==> src/rtl/cpu_issue_pkg.sv <==
// ============================================================================
// Module : cpu_issue_pkg
// Brief  : Shared types and constants for the cpu instruction issue controller
// Rev    : 1.0  initial release
// ============================================================================
`default_nettype none

package cpu_issue_pkg;

  localparam int INSTR_W = 16;
  localparam int FLAG_W  = 3;

  localparam int FLAG_N = 2;
  localparam int FLAG_V = 1;
  localparam int FLAG_Z = 0;

  typedef enum logic [2:0] {
    IDLE      = 3'd0,
    LOAD      = 3'd1,
    START     = 3'd2,
    WAIT_BUSY = 3'd3,
    WAIT_DONE = 3'd4
  } issue_state_t;

endpackage

`default_nettype wire

==> src/rtl/issue_fifo.sv <==
// ============================================================================
// Module : issue_fifo
// Brief  : Synchronous instruction FIFO with first-word-fall-through head
// Rev    : 1.0  initial release
// ============================================================================
`default_nettype none

module issue_fifo #(
  parameter int DEPTH = 8,
  parameter int AW    = 3,
  parameter int W     = 16
) (
  input  logic         clk,
  input  logic         reset,
  input  logic         i_push,
  input  logic [W-1:0] i_data,
  input  logic         i_pop,
  output logic [W-1:0] o_head,
  output logic         o_full,
  output logic         o_empty
);

  localparam int CNTW = AW + 1;

  logic [W-1:0]    r_mem [DEPTH];
  logic [AW-1:0]   r_wptr;
  logic [AW-1:0]   r_rptr;
  logic [CNTW-1:0] r_count;
  logic            w_push;
  logic            w_pop;

  assign o_full  = (r_count == CNTW'(DEPTH));
  assign o_empty = (r_count == '0);
  assign o_head  = r_mem[r_rptr];

  // Full is judged before any same-cycle pop, so a push at full is dropped.
  assign w_push = i_push & ~o_full;
  assign w_pop  = i_pop & ~o_empty;

  always_ff @(posedge clk) begin
    if (w_push) begin
      r_mem[r_wptr] <= i_data;
    end
  end

  always_ff @(posedge clk) begin
    if (reset) begin
      r_wptr  <= '0;
      r_rptr  <= '0;
      r_count <= '0;
    end else begin
      if (w_push) r_wptr <= r_wptr + AW'(1);
      if (w_pop)  r_rptr <= r_rptr + AW'(1);
      case ({w_push, w_pop})
        2'b10:   r_count <= r_count + CNTW'(1);
        2'b01:   r_count <= r_count - CNTW'(1);
        default: r_count <= r_count;
      endcase
    end
  end

endmodule

`default_nettype wire

==> src/rtl/cpu_issue_ctrl.sv <==
// ============================================================================
// Module : cpu_issue_ctrl
// Brief  : Issues queued instructions to the cpu via load/s/w handshake
// Rev    : 1.0  initial release
// ============================================================================
`default_nettype none

module cpu_issue_ctrl
  import cpu_issue_pkg::*;
#(
  parameter int DEPTH   = 8,
  parameter int AW      = 3,
  parameter int TIMEOUT = 255,
  parameter int CW      = 8
) (
  input  logic               clk,
  input  logic               reset,
  input  logic               i_wr_en,
  input  logic [INSTR_W-1:0] i_wr_data,
  output logic               o_full,
  output logic               o_empty,
  input  logic               i_run,
  output logic               o_busy,
  output logic [INSTR_W-1:0] o_cpu_in,
  output logic               o_cpu_load,
  output logic               o_cpu_s,
  input  logic               i_cpu_w,
  input  logic [INSTR_W-1:0] i_cpu_out,
  input  logic               i_cpu_N,
  input  logic               i_cpu_V,
  input  logic               i_cpu_Z,
  output logic [INSTR_W-1:0] o_res_out,
  output logic [FLAG_W-1:0]  o_res_flags,
  output logic               o_res_valid,
  output logic [CW-1:0]      o_issued_cnt,
  output logic               o_timeout_err
);

  localparam int TW = $clog2(TIMEOUT + 1);

  issue_state_t       r_state;
  issue_state_t       w_next;
  logic               w_pop;
  logic               w_done;
  logic               w_timeout;
  logic               w_tmo_hit;
  logic [INSTR_W-1:0] w_head;
  logic [FLAG_W-1:0]  w_flags;
  logic [TW-1:0]      r_tmo;

  logic [INSTR_W-1:0] r_cpu_in;
  logic               r_cpu_load;
  logic               r_cpu_s;
  logic               r_busy;
  logic [INSTR_W-1:0] r_res_out;
  logic [FLAG_W-1:0]  r_res_flags;
  logic               r_res_valid;
  logic [CW-1:0]      r_issued_cnt;
  logic               r_timeout_err;

  issue_fifo #(
    .DEPTH (DEPTH),
    .AW    (AW),
    .W     (INSTR_W)
  ) u_fifo (
    .clk     (clk),
    .reset   (reset),
    .i_push  (i_wr_en),
    .i_data  (i_wr_data),
    .i_pop   (w_pop),
    .o_head  (w_head),
    .o_full  (o_full),
    .o_empty (o_empty)
  );

  // Hit on the last permitted cycle of a wait state.
  assign w_tmo_hit = (r_tmo == TW'(TIMEOUT - 1));

  always_comb begin
    w_flags         = '0;
    w_flags[FLAG_N] = i_cpu_N;
    w_flags[FLAG_V] = i_cpu_V;
    w_flags[FLAG_Z] = i_cpu_Z;
  end

  always_comb begin
    w_next    = r_state;
    w_pop     = 1'b0;
    w_done    = 1'b0;
    w_timeout = 1'b0;
    case (r_state)
      IDLE: begin
        if (i_run && !o_empty && i_cpu_w && !r_timeout_err) begin
          w_next = LOAD;
          w_pop  = 1'b1;
        end
      end
      LOAD:  w_next = START;
      START: w_next = WAIT_BUSY;
      WAIT_BUSY: begin
        if (!i_cpu_w) begin
          w_next = WAIT_DONE;
        end else if (w_tmo_hit) begin
          w_next    = IDLE;
          w_timeout = 1'b1;
        end
      end
      WAIT_DONE: begin
        if (i_cpu_w) begin
          w_next = IDLE;
          w_done = 1'b1;
        end else if (w_tmo_hit) begin
          w_next    = IDLE;
          w_timeout = 1'b1;
        end
      end
      default: w_next = IDLE;
    endcase
  end

  always_ff @(posedge clk) begin
    if (reset) begin
      r_state       <= IDLE;
      r_tmo         <= '0;
      r_cpu_in      <= '0;
      r_cpu_load    <= 1'b0;
      r_cpu_s       <= 1'b0;
      r_busy        <= 1'b0;
      r_res_out     <= '0;
      r_res_flags   <= '0;
      r_res_valid   <= 1'b0;
      r_issued_cnt  <= '0;
      r_timeout_err <= 1'b0;
    end else begin
      r_state     <= w_next;
      r_cpu_load  <= (w_next == LOAD);
      r_cpu_s     <= (w_next == START);
      r_busy      <= (w_next != IDLE);
      r_res_valid <= w_done;
      if (w_pop) r_cpu_in <= w_head;
      if (r_state == START || (r_state == WAIT_BUSY && !i_cpu_w)) begin
        r_tmo <= '0;
      end else if (r_state == WAIT_BUSY || r_state == WAIT_DONE) begin
        r_tmo <= r_tmo + TW'(1);
      end
      if (w_done) begin
        r_res_out    <= i_cpu_out;
        r_res_flags  <= w_flags;
        r_issued_cnt <= r_issued_cnt + CW'(1);
      end
      if (w_timeout) r_timeout_err <= 1'b1;
    end
  end

  assign o_cpu_in      = r_cpu_in;
  assign o_cpu_load    = r_cpu_load;
  assign o_cpu_s       = r_cpu_s;
  assign o_busy        = r_busy;
  assign o_res_out     = r_res_out;
  assign o_res_flags   = r_res_flags;
  assign o_res_valid   = r_res_valid;
  assign o_issued_cnt  = r_issued_cnt;
  assign o_timeout_err = r_timeout_err;

endmodule

`default_nettype wire
==> config.mk <==
export PLATFORM = sky130hd
export DESIGN_NAME = cpu_issue_ctrl
export DESIGN_NICKNAME = d
export VERILOG_FILES = /design/src/rtl/cpu_issue_pkg.sv /design/src/rtl/issue_fifo.sv /design/src/rtl/cpu_issue_ctrl.sv
export SDC_FILE = /design/constraint.sdc
export NUM_CORES = 1
export LEC_CHECK = 0
export CAP_MARGIN = 25
export CORE_MARGIN = 10
export CORE_UTILIZATION = 52
export CTS_CLUSTER_SIZE = 16
export DETAILED_ROUTE_END_ITERATION = 10
export DONT_BUFFER_PORTS = 1
export PLACE_DENSITY = 0.67
export SKIP_LAST_GASP = 1
export SYNTH_ARGS = -nofsm -noshare
export SYNTH_HDL_FRONTEND = slang
export SYNTH_SLANG_ARGS = --single-unit
export TNS_END_PERCENT = 50
==> constraint.sdc <==
create_clock -name clk -period 3.55 [get_ports clk]
set_input_delay 0.1775 -clock clk [delete_from_list [all_inputs] [get_ports clk]]
set_output_delay 0.1775 -clock clk [all_outputs]
set_load 0.01 [all_outputs]
==> results.cfg <==
[outcome]
status = completed

[global_routing]
antenna_found_initial = 0
grt_overflow_total = 0
grt_pass1_wl_um = 24000
grt_pass1_vias = 4425
grt_max_degree = 62
track_usage_pct = 15.6

[clocking]
clkLatencyLatePin_ns = 0.42
ctsHoldBuffers = 39
numCtsBuffers = 17
root_buffer = clkbuf_16
cts.sinks = 197
cts_resized = 0
clk_pin_slew_ns = 0.07
cts_setup_buffers = 0
cts_buffer_depth = 2
h-tree-depth = 4
cts_tree = built

[timing]
finalCritPeriodShare_pct = 79.5
fin_ws_ns = 0.729
max_clock_freq_mhz = 354
finalCriticalPeriod_ns = 2.82
drv_slew = 0
finalSetupTns_ns = 0
relSlewSlack_pct = 35.5
clock-skew-final_ns = 0.00773
setup_violations = 0
tightest_slew_ns = 0.964
rsz0062_at_grt = no
hold_violations = 0

[route]
vias = 4253
ant_nets = 0
wl_per_cell_um = 20.4
routed_wl_um = 15300
vias_per_cell = 5.68
dr.pass1.iters = 4
drc = 0
drtIter0Drc = 227

[final_layout]
mostFrequentLayoutCell = edfxtp_1
mostFrequentLayoutCells = 128 x edfxtp_1, 68 x dfxtp_1, 50 x nand2_1
fill_cells = 1072
syn_to_final_growth_pct = 16.0
antenna_cells = 0
nets = 600
drive_gt1_share_pct = 16.1

[critical_path]
crit_type = flop to flop
worst_setup_path_end_kind = flop
critPathMaxFanout = 36
worstRegToRegCells = 10
required_ns = 3.90
worstSetupStartpointType = flop
arrival_ns = 3.17

[pwr]
ir_drop_mv = 0.389
leakagePower_nw = 2.82
p_per_area_nw_per_um2 = 549

[placement]
io_buffer_count = 0
place_hpwl_um = 9240
place_ws_ns = 0.730
finalWeightedCongestion = 0.760

[die]
dieArea_um2 = 19900
io-pin-count = 90
chipWidth_um = 141
start_util_pct = 52.8
rows = 44
fp.dieH_um = 141
core_um2 = 14500

[yosys]
synth_edf_count = 128
async_flop_share_pct = 0
yosys_most_used_dff = edfxtp_1
ys_seq_area_share_pct = 68.4
syn_area_per_cell_um2 = 14.9
ys_warn_count = 0
synth_area_um2 = 7640
syn-num-nets = 561
synth-seq-cells = 197
yosysUniqueCellTypes = 49
synthesis.instances = 513

[hold_path]
hp-class = input port to flop
hold-path-cell-count = 2

[job]
drv_cap = 0
area by class of cell:
class / instances / area (µm²) / share of cell area [%]
clock buffer: 19 / 443 / 5.00
timing repair buffer: 51 / 553 / 6.24
inverter: 6 / 22.5 / 0.254
sequential: 197 / 5230 / 59.0
clock inverter: 13 / 93.8 / 1.06
multi-input combinational: 279 / 2300 / 25.9
tap: 184 / 230 / 2.60
registers in the layout (all words and copies together), names as in the netlist:
signal	cells
u_fifo.r_mem	128
o_cpu_in	16
o_res_out	16
o_issued_cnt	8
r_tmo	8
u_fifo.r_count	4
o_res_flags	3
r_state	3
u_fifo.r_rptr	3
u_fifo.r_wptr	3
o_busy	1
o_cpu_load	1
o_cpu_s	1
o_res_valid	1
o_timeout_err	1
kinds of logic after synthesis:
family | after synthesis | synth area share (%)
xor gates and xnor gates | 20 | 2.29
and+or+nand+nor | 139 | 8.50
adders and majority gates | 8 | 1.31
muxes | 50 | 11.8
DFF | 197 | 68.4
AOI/OAI and AO/OA | 62 | 5.27
buffers and inverters | 37 | 2.44
metrics by stage:
step | total power [mW] | std cells | instance area (µm²) | utilization, % | hold slack [ns]
floorplan | 3.04 | 513 | 7640 | - | 0.255
global placement | 3.11 | 674 | 7840 | 54.1 | 0.252
detailed placement | 3.13 | 676 | 7880 | 54.4 | 0.256
CTS | 4.93 | 747 | 8820 | 60.9 | 0.0745
global route | 5.08 | 749 | 8860 | 61.2 | 0.0874
finish | 4.87 | 749 | 8860 | 61.2 | 0.0906
power breakdown:
part           switching, mW  internal (mW)
logic                  0.236          0.236
registers              0.123           2.55
clock network          0.807          0.921
total                   1.17           3.70
Yosys cell counts, types with 5 or more instances:
cell type	number	area share, %
edfxtp_1	128	50
ha_1	8	1.3
buf_2	11	0.72
nor2_1	47	2.3
mux2i_1	17	2.2
mux4_2	32	9.4
xnor2_1	11	1.3
inv_1	5	0.25
clkbuf_1	11	0.54
a21oi_1	31	2.0
a211oi_1	19	1.9
xor2_1	9	1.0
nand4_1	5	0.41
nor3_1	6	0.39
nand2_1	50	2.5
dfxtp_1	69	18
nand3_1	8	0.52
worst max-delay path: stages, from the launching register on:
cell     delay, ns
dfxtp_1       0.37
or4_4         0.59
nand3_2       0.12
inv_2         0.24
ha_1          0.38
xor2_1        0.17
ha_1          0.19
a21oi_1       0.14
xor2_1        0.10
or3_1         0.31
a21oi_1       0.14
final timing paths:
path / start / to / slack, ns
worst max-delay path: u_fifo.r_count[0]$_SDFFE_PP0P_ / u_fifo.r_count[2]$_SDFFE_PP0P_ / 0.73
worst min-delay path: reset / o_cpu_load$_SDFF_PP0_ / 0.09
worst max register to register: u_fifo.r_count[0]$_SDFFE_PP0P_ / u_fifo.r_count[2]$_SDFFE_PP0P_ / 0.73
worst min register to register: o_res_flags[1]$_SDFFE_PP0P_ / o_res_flags[1]$_SDFFE_PP0P_ / 0.51
routing by layer:
metal / track usage [%] / vias to the layer above / part of all wire [%]
met2: 25.4 / 119 / 50
met3: 6.92 / 13 / 8.3
met4: 5.05 / 0 / 1.1
met1: 17.9 / 2119 / 41
met5: 0 / - / 0
li1: - / 2002 / -
No activity file was read; power rests on OpenSTA's default activity.
